### config.mk
export PLATFORM = sky130hd
export DESIGN_NAME = instruction_fetch_unit
export DESIGN_NICKNAME = d
export VERILOG_FILES = /design/src/rtl/ifu_pkg.sv /design/src/rtl/fetch_skid_buffer.sv /design/src/rtl/instruction_fetch_unit.sv
export SDC_FILE = /design/constraint.sdc
export NUM_CORES = 1
export LEC_CHECK = 0
export BUFFER_PORTS_ARGS = -buffer_cell sky130_fd_sc_hd__clkbuf_2
export CAP_MARGIN = 30
export CORE_UTILIZATION = 25
export DETAILED_ROUTE_END_ITERATION = 10
export PLACE_DENSITY = 0.4
export SKIP_LAST_GASP = 1
export SYNTH_ARGS = -nofsm -noshare
export SYNTH_HDL_FRONTEND = slang
export SYNTH_HIERARCHICAL = 1
export SYNTH_SLANG_ARGS = --single-unit
### constraint.sdc
create_clock -name CLK -period 4.6 [get_ports CLK]
set_input_delay 0.46 -clock CLK [delete_from_list [all_inputs] [get_ports CLK]]
set_output_delay 0.46 -clock CLK [all_outputs]
set_load 0.02 [all_outputs]
### src/rtl/ifu_pkg.sv
// Shared types and constants for the instruction fetch unit.
package ifu_pkg;
  localparam int PC_W = 32;
  localparam logic [PC_W-1:0] NOP = 32'h0000_0000;

  typedef enum logic [1:0] {
    BOOT,
    RUN,
    HOLD
  } ifu_state_e;
endpackage

### src/rtl/fetch_skid_buffer.sv
// One-entry skid buffer that parks a fetched instruction while downstream stalls.
module fetch_skid_buffer
  import ifu_pkg::*;
(
  input  logic            CLK,
  input  logic            RST_N,
  input  logic            load,
  input  logic            drain,
  input  logic            flush,
  input  logic [PC_W-1:0] load_instr,
  input  logic [PC_W-1:0] load_pc,
  output logic            valid,
  output logic [PC_W-1:0] instr,
  output logic [PC_W-1:0] pc
);

  // Flush wins so a redirect always discards the parked entry.
  always_ff @(posedge CLK or negedge RST_N) begin
    if (!RST_N) begin
      valid <= 1'b0;
      instr <= NOP;
      pc    <= '0;
    end else if (flush) begin
      valid <= 1'b0;
    end else if (load) begin
      valid <= 1'b1;
      instr <= load_instr;
      pc    <= load_pc;
    end else if (drain) begin
      valid <= 1'b0;
    end
  end

endmodule

### src/rtl/instruction_fetch_unit.sv
// Instruction fetch unit: one request per cycle, skid on stall, redirect kills in-flight work.
// Define IFU_PERF_CNT_EN to add the FetchCount/KillCount performance counters.
module instruction_fetch_unit
  import ifu_pkg::*;
#(
  parameter logic [PC_W-1:0] RESET_PC = 32'h0000_0000
) (
  input  logic            CLK,
  input  logic            RST_N,
  output logic [PC_W-1:0] Address,
  input  logic [PC_W-1:0] Instr,
  input  logic            Redirect,
  input  logic [PC_W-1:0] RedirectPC,
  input  logic            IF_Ready,
  output logic            IF_Valid,
  output logic [PC_W-1:0] IF_Instr,
  output logic [PC_W-1:0] IF_PC
`ifdef IFU_PERF_CNT_EN
  ,
  output logic [31:0]     FetchCount,
  output logic [31:0]     KillCount
`endif
);

  ifu_state_e      state_q;
  logic [PC_W-1:0] pc_q;
  logic [PC_W-1:0] inflight_pc_q;
  logic            inflight_q;

  logic            skid_load;
  logic            skid_drain;
  logic            skid_valid;
  logic [PC_W-1:0] skid_instr;
  logic [PC_W-1:0] skid_pc;
  logic            unused_redirect_lsbs;

  assign Address              = {2'b00, pc_q[PC_W-1:2]};
  assign unused_redirect_lsbs = ^RedirectPC[1:0];

  assign skid_load  = (state_q == RUN) && inflight_q && !IF_Ready && !Redirect;
  assign skid_drain = (state_q == HOLD) && IF_Ready && !Redirect;

  fetch_skid_buffer u_skid (
    .CLK        (CLK),
    .RST_N      (RST_N),
    .load       (skid_load),
    .drain      (skid_drain),
    .flush      (Redirect),
    .load_instr (Instr),
    .load_pc    (inflight_pc_q),
    .valid      (skid_valid),
    .instr      (skid_instr),
    .pc         (skid_pc)
  );

  // Parked entry takes precedence; otherwise memory data passes straight through.
  always_comb begin
    IF_Valid = 1'b0;
    IF_Instr = NOP;
    IF_PC    = '0;
    if (skid_valid) begin
      IF_Valid = 1'b1;
      IF_Instr = skid_instr;
      IF_PC    = skid_pc;
    end else if (inflight_q) begin
      IF_Valid = 1'b1;
      IF_Instr = Instr;
      IF_PC    = inflight_pc_q;
    end
  end

  // The BOOT cycle already presents RESET_PC, so leaving BOOT counts it as issued.
  always_ff @(posedge CLK or negedge RST_N) begin
    if (!RST_N) begin
      state_q       <= BOOT;
      pc_q          <= RESET_PC;
      inflight_q    <= 1'b0;
      inflight_pc_q <= '0;
    end else if (Redirect) begin
      state_q    <= RUN;
      pc_q       <= {RedirectPC[PC_W-1:2], 2'b00};
      inflight_q <= 1'b0;
    end else begin
      unique case (state_q)
        BOOT: begin
          state_q       <= RUN;
          pc_q          <= pc_q + 32'd4;
          inflight_q    <= 1'b1;
          inflight_pc_q <= pc_q;
        end
        RUN: begin
          if (inflight_q && !IF_Ready) begin
            state_q    <= HOLD;
            inflight_q <= 1'b0;
          end else begin
            pc_q          <= pc_q + 32'd4;
            inflight_q    <= 1'b1;
            inflight_pc_q <= pc_q;
          end
        end
        HOLD: begin
          if (IF_Ready) begin
            state_q       <= RUN;
            pc_q          <= pc_q + 32'd4;
            inflight_q    <= 1'b1;
            inflight_pc_q <= pc_q;
          end
        end
        default: state_q <= BOOT;
      endcase
    end
  end

`ifdef IFU_PERF_CNT_EN
  // A kill is a redirect that discards an instruction downstream did not take.
  always_ff @(posedge CLK or negedge RST_N) begin
    if (!RST_N) begin
      FetchCount <= '0;
      KillCount  <= '0;
    end else begin
      if (IF_Valid && IF_Ready) FetchCount <= FetchCount + 32'd1;
      if (Redirect && IF_Valid && !IF_Ready) KillCount <= KillCount + 32'd1;
    end
  end
`endif

endmodule
-- Word level (Yosys, flattened, before mapping)
Index checks and enable logic that the tools add are counted.
- logic and storage cells: 57
- bits in registers: 132
- add/subtract/negate cells: 1
- reduce and logical (&&, ||, !) cells: 17
- equal/unequal tests: 7
- bitwise logic cells: 1
- multiplexer cells: 24
- operators by type and width (cell ; count):
    32-bit 2-to-1 mux ; 9
    32-bit one-hot mux with 3 select lines ; 2
    32-bit by 3-bit adder with 32-bit output (second input constant) ; 1
    1-bit 2-to-1 mux ; 8
    1-bit logical AND ; 6
    2-bit 2-to-1 mux ; 3
    3-bit inequality test (second input constant) ; 2
    2-bit one-hot mux with 3 select lines ; 1
    2-bit AND reduction ; 3
    3-bit nonzero test ; 2
    2-bit inequality test (second input constant) ; 2
    4-bit AND reduction ; 1
    4-bit nonzero test ; 1
    3-bit by 2-bit inequality test with 1-bit output (second input constant) ; 1
    1-bit one-hot mux with 3 select lines ; 1
    3-bit AND reduction ; 1
    2-bit by 1-bit equality test with 1-bit output (second input constant) ; 1
    2-bit equality test (second input constant) ; 1
    1-bit zero test ; 2
    2-bit zero test ; 1
    1-bit NOT ; 1

-- Logic depth before layout (Yosys ltp)
- depth after elaboration: 6
- gate-level depth with buffers: 7
- mapped depth without buffers: 6

-- Cells and area by module
The synthesis kept the hierarchy.
- by module, submodules not included (module ; area an instance (µm²) ; times used ; sequential area each (µm²) ; cells an instance):
    instruction_fetch_unit ; 3689.8 ; 1 ; 1576.5 ; 361
    fetch_skid_buffer ; 2741.4 ; 1 ; 1626.6 ; 140

-- Least setup slack after synthesis
Ideal clock, no wire load.
- path type: in2reg
- from: input Redirect
- to: register u_skid.instr[0]
- stages on the path: 7
- setup slack: 2.617 ns
- arrival: 1.858 ns
- cell sequence: clkbuf_1 clkbuf_1 nor3_1 nor2b_4 buf_12 buf_12 mux2_4
- word-level cells in the longest chain between the ends: 3
- elaborated cells between the ends (all ways): 4
- classes of those cells: 1 x bitwise; 3 x reduce/logical
- RTL lines (item ; RTL line ; text):
    start: declaration ; instruction_fetch_unit.sv:12 ; input logic Redirect,
    1-bit zero test ; instruction_fetch_unit.sv:40 ; assign skid_load = (state_q == RUN) && inflight_q && !IF_Ready && !Redirect;
    1-bit logical AND ; instruction_fetch_unit.sv:40 ;
    via skid_load ; instruction_fetch_unit.sv:30 ; logic skid_load;
    2-bit AND reduction (no line) ; -- ;
    end signal: assignment ; fetch_skid_buffer.sv:27 ; instr <= load_instr;
    end: declaration ; fetch_skid_buffer.sv:13 ; output logic [PC_W-1:0] instr,
The timed path passes the listed nets, and every way through them passes these cells.
A chain may end at the register's enable or synchronous reset.

-- Final worst setup path
- from: register inflight_q
- to: output IF_Instr[13]
- word-level cells in the longest chain between the ends: 2
- RTL lines (item ; RTL line ; text):
    start: declaration ; instruction_fetch_unit.sv:28 ; logic inflight_q;
    start signal: assignment ; instruction_fetch_unit.sv:77 ; inflight_q <= 1'b0;
    start signal: assignment ; instruction_fetch_unit.sv:82 ; inflight_q <= 1'b0;
    start signal: assignment ; instruction_fetch_unit.sv:88 ; inflight_q <= 1'b1;
    32-bit 2-to-1 mux ; instruction_fetch_unit.sv:65 ; end else if (inflight_q) begin
    32-bit 2-to-1 mux ; instruction_fetch_unit.sv:61 ; if (skid_valid) begin
    end: declaration ; instruction_fetch_unit.sv:16 ; output logic [PC_W-1:0] IF_Instr,
No other way between the ends.

==> results.ini <==
[route]
vias_per_cell = 4.669
routedWlPerCell_um = 17.47
post-route-drc-count = 0
drtIter0Drc = 163
ant_nets = 0
first_pass_iters = 4
num_vias = 4664
drt-total-wl_um = 17460

[critical_path]
start_kind = flop
cp-startpoint = inflight_q
cp_num_buf_inv = 2
endpoint_kind = output pin
r2r_setup_slack_ns = 2.03
path_delay_family = simple AND/OR/NAND/NOR gates
path_class = reg -> out
reg2reg_depth = 5
path_cells = nor2b_4, buf_4, a22o_1, clkbuf_2
cp_slowest_cell = nor2b_4
critPathRequiredTime_ns = 4.14
cp.depth = 4
crit_arrival_ns = 2.59
r2r_start = state_q[1]
cp_max_fo = 39
reg2reg_to = u_skid/instr[28]
slowest_delay_ns = 0.72

[clock_network]
clockBufferDepth = 2
cts_tree = built
clk_pin_slew_worst_paths_ns = 0.06
cts-root-buf = clkbuf_16
clock_sink_count = 128
cts_buffers = 17
htreeDepth = 4
worstSkewPairLatency_ns = 0.41

[cells_and_area]
fin_area_um2 = 8149
syn_to_final_growth_pct = 26.71
fin_nets = 726
stdcell_count = 999
fill_cells = 2576
antenna_cells = 0
drive_gt1_frac = 0.4619

[timing]
finalSetupTns_ns = 0
slew_violations = 0
tightest_slew_ns = 0.8231
slew_headroom = 0.4513
max_freq_ghz = 0.3282
final.period_utilization = 0.6624
layout_min_cycle_time_ns = 3.047
rsz0062_at_grt = false
clock_skew_ns = 0.008921
hold_viol_final = 0
final-setup-viol-count = 0

[run_status]
status = finished, final reports clean

[global_routing]
grtUsageTotal = 0.1355
grt_max_degree = 99
grt_pass1_vias = 4721
grt_overflow = 0
grt_pass1_wl_um = 27370
grt_antenna_before_repair = 0

[min_path]
min_path_cells = 3
hold_class = in -> reg
worstHoldStart = RedirectPC[5]
min_to = pc_q[5]

[logic_synthesis]
synth_cell_types = 46
synth_edf_count = 0
ys_async_sr_fraction = 1.000
ys_ff_latch = 128
synth.largest_area_cell = dfrtp_1
yosysSeqAreaShare = 0.4981
syn_avg_cell_area_um2 = 12.84
yosys_warnings = 6
synth_common_cells = dfrtp_1 (128), a22o_1 (61), mux2_4 (60), nand2_1 (37), mux2_2 (35)
synth-main-ff-cell = dfrtp_1
yosys-top-cells-area = dfrtp_1 (50%), mux2_4 (14%), a22o_1 (8.3%)
netlist_instances = 501
syn_area_um2 = 6431
synth.most_common_cell = dfrtp_1
synth_top_area_share = 0.4981

[placement]
dp.cells = 966
numPortBuffers = 160
dpl_cell_area_um2 = 7495
gp_congestion = 0.7049
hpwlAfterDp_um = 11640

[floorplan]
die_height_um = 162.4
fp.dieArea_um2 = 26370
start_util = 0.2554
fp.coreArea_um2 = 25180
ioPinCount = 165
die_w_um = 162.4
rows = 58

[power_and_ir_drop]
total_power_uw = 3940
power_density_nw_per_um2 = 483.5
p_leak_uw = 0.003751
peakVddDrop_uv = 182.6

[run]
cap_viol_max_count = 0

registers in the layout, indices dropped and copies added, names as in the netlist:
register and cells:
inflight_pc_q 30, pc_q 30, u_skid/instr 32, u_skid/pc 32, u_skid/valid 1, inflight_q 1
state_q 2
what timing repair did:
action,in CTS,in global routing
hold buffers,0,1
hold endpoints to repair,0,2
buffers inserted,0,0
gates resized for setup,0,0
where the power goes:
part | switching [µW] | internal (µW) | total (µW)
combinational | 387 | 487 | 874
clock | 526 | 903 | 1430
sequential | 218 | 1420 | 1640
how the worst max path moves through the flow:
| stage | endpoint | slack, ns |
|---|---|---|
| after floorplan | u_skid/instr[0] | 2.62 |
| after global placement | u_skid/instr[28] | 1.69 |
| after detailed placement | u_skid/instr[27] | 1.71 |
| after CTS | IF_PC[31] | 1.49 |
| after global routing | IF_Instr[25] | 1.40 |
| final | IF_Instr[13] | 1.55 |
logic make-up (layout without fill, tap and decap cells):
kind of cell	Yosys count	after routing	share of synthesized area
AO/OA/AOI/OAI	102	102	0.1233
XOR/XNOR	24	24	0.03268
adder cells (fa/ha/maj)	1	1	0.001945
buffers and inverters	39	204	0.04358
flip-flops	128	128	0.4981
multiplexers	98	98	0.2060
other	1	4	0.0005831
AND/OR/NAND/NOR	108	108	0.09377
through the flow:
step                      hold slack, ns    util  setup slack [ns]
after global placement            0.4907  0.2968             1.687
after detailed placement          0.4955  0.2976             1.708
after global routing              0.2484  0.3236             1.404
final                             0.2610  0.3236             1.553
after CTS                         0.2055  0.3221             1.495
after floorplan                   0.1644       -             2.617
area by class of cell:
class,instances,area (µm²),area share
clock buffer,17,425.4,0.05220
timing repair buffer,170,929.6,0.1141
sequential,128,3204,0.3932
inverter,3,11.26,0.001382
multi-input combinational,337,2974,0.3650
tap,330,412.9,0.05067
clock inverter,14,191.4,0.02349
layer usage:
layer,global-route usage,wire length [µm],part of all wire
met1,0.1772,7997,0.46
met2,0.2189,8285,0.47
met3,0.03947,1029,0.059
met4,0.03216,143,0.0082
met5,0,0,0
worst reg2reg max path, delay by kind of cell, from the launching register on:
family | cells | cell delay (ns)
multiplexers | 1 | 0.38
buffers and inverters | 1 | 0.43
AND/OR/NAND/NOR | 3 | 1.16
flip-flops | 1 | 0.50
layout by cell type, fill, tap and decap left out, drive strengths merged, types with 3 or more instances in the layout:
| cell | synthesis | final |
|---|---|---|
| nor4 | 11 | 11 |
| conb | 1 | 4 |
| nand2 | 37 | 37 |
| and4 | 6 | 6 |
| mux2i | 3 | 3 |
| dfrtp | 128 | 128 |
| xnor2 | 17 | 17 |
| clkbuf | 22 | 176 |
| mux2 | 95 | 95 |
| bufinv | 0 | 4 |
| nor2 | 7 | 7 |
| nand2b | 5 | 5 |
| inv | 3 | 4 |
| xor2 | 7 | 7 |
| nand4 | 10 | 10 |
| clkinv | 0 | 5 |
| nand3 | 10 | 10 |
| nor3 | 7 | 7 |
| nor2b | 6 | 6 |
| clkinvlp | 0 | 4 |
| a21oi | 4 | 4 |
| a221o | 3 | 3 |
| buf | 14 | 10 |
| o21ai | 27 | 27 |
| a22o | 61 | 61 |
No activity file was read; power rests on OpenSTA's default activity.
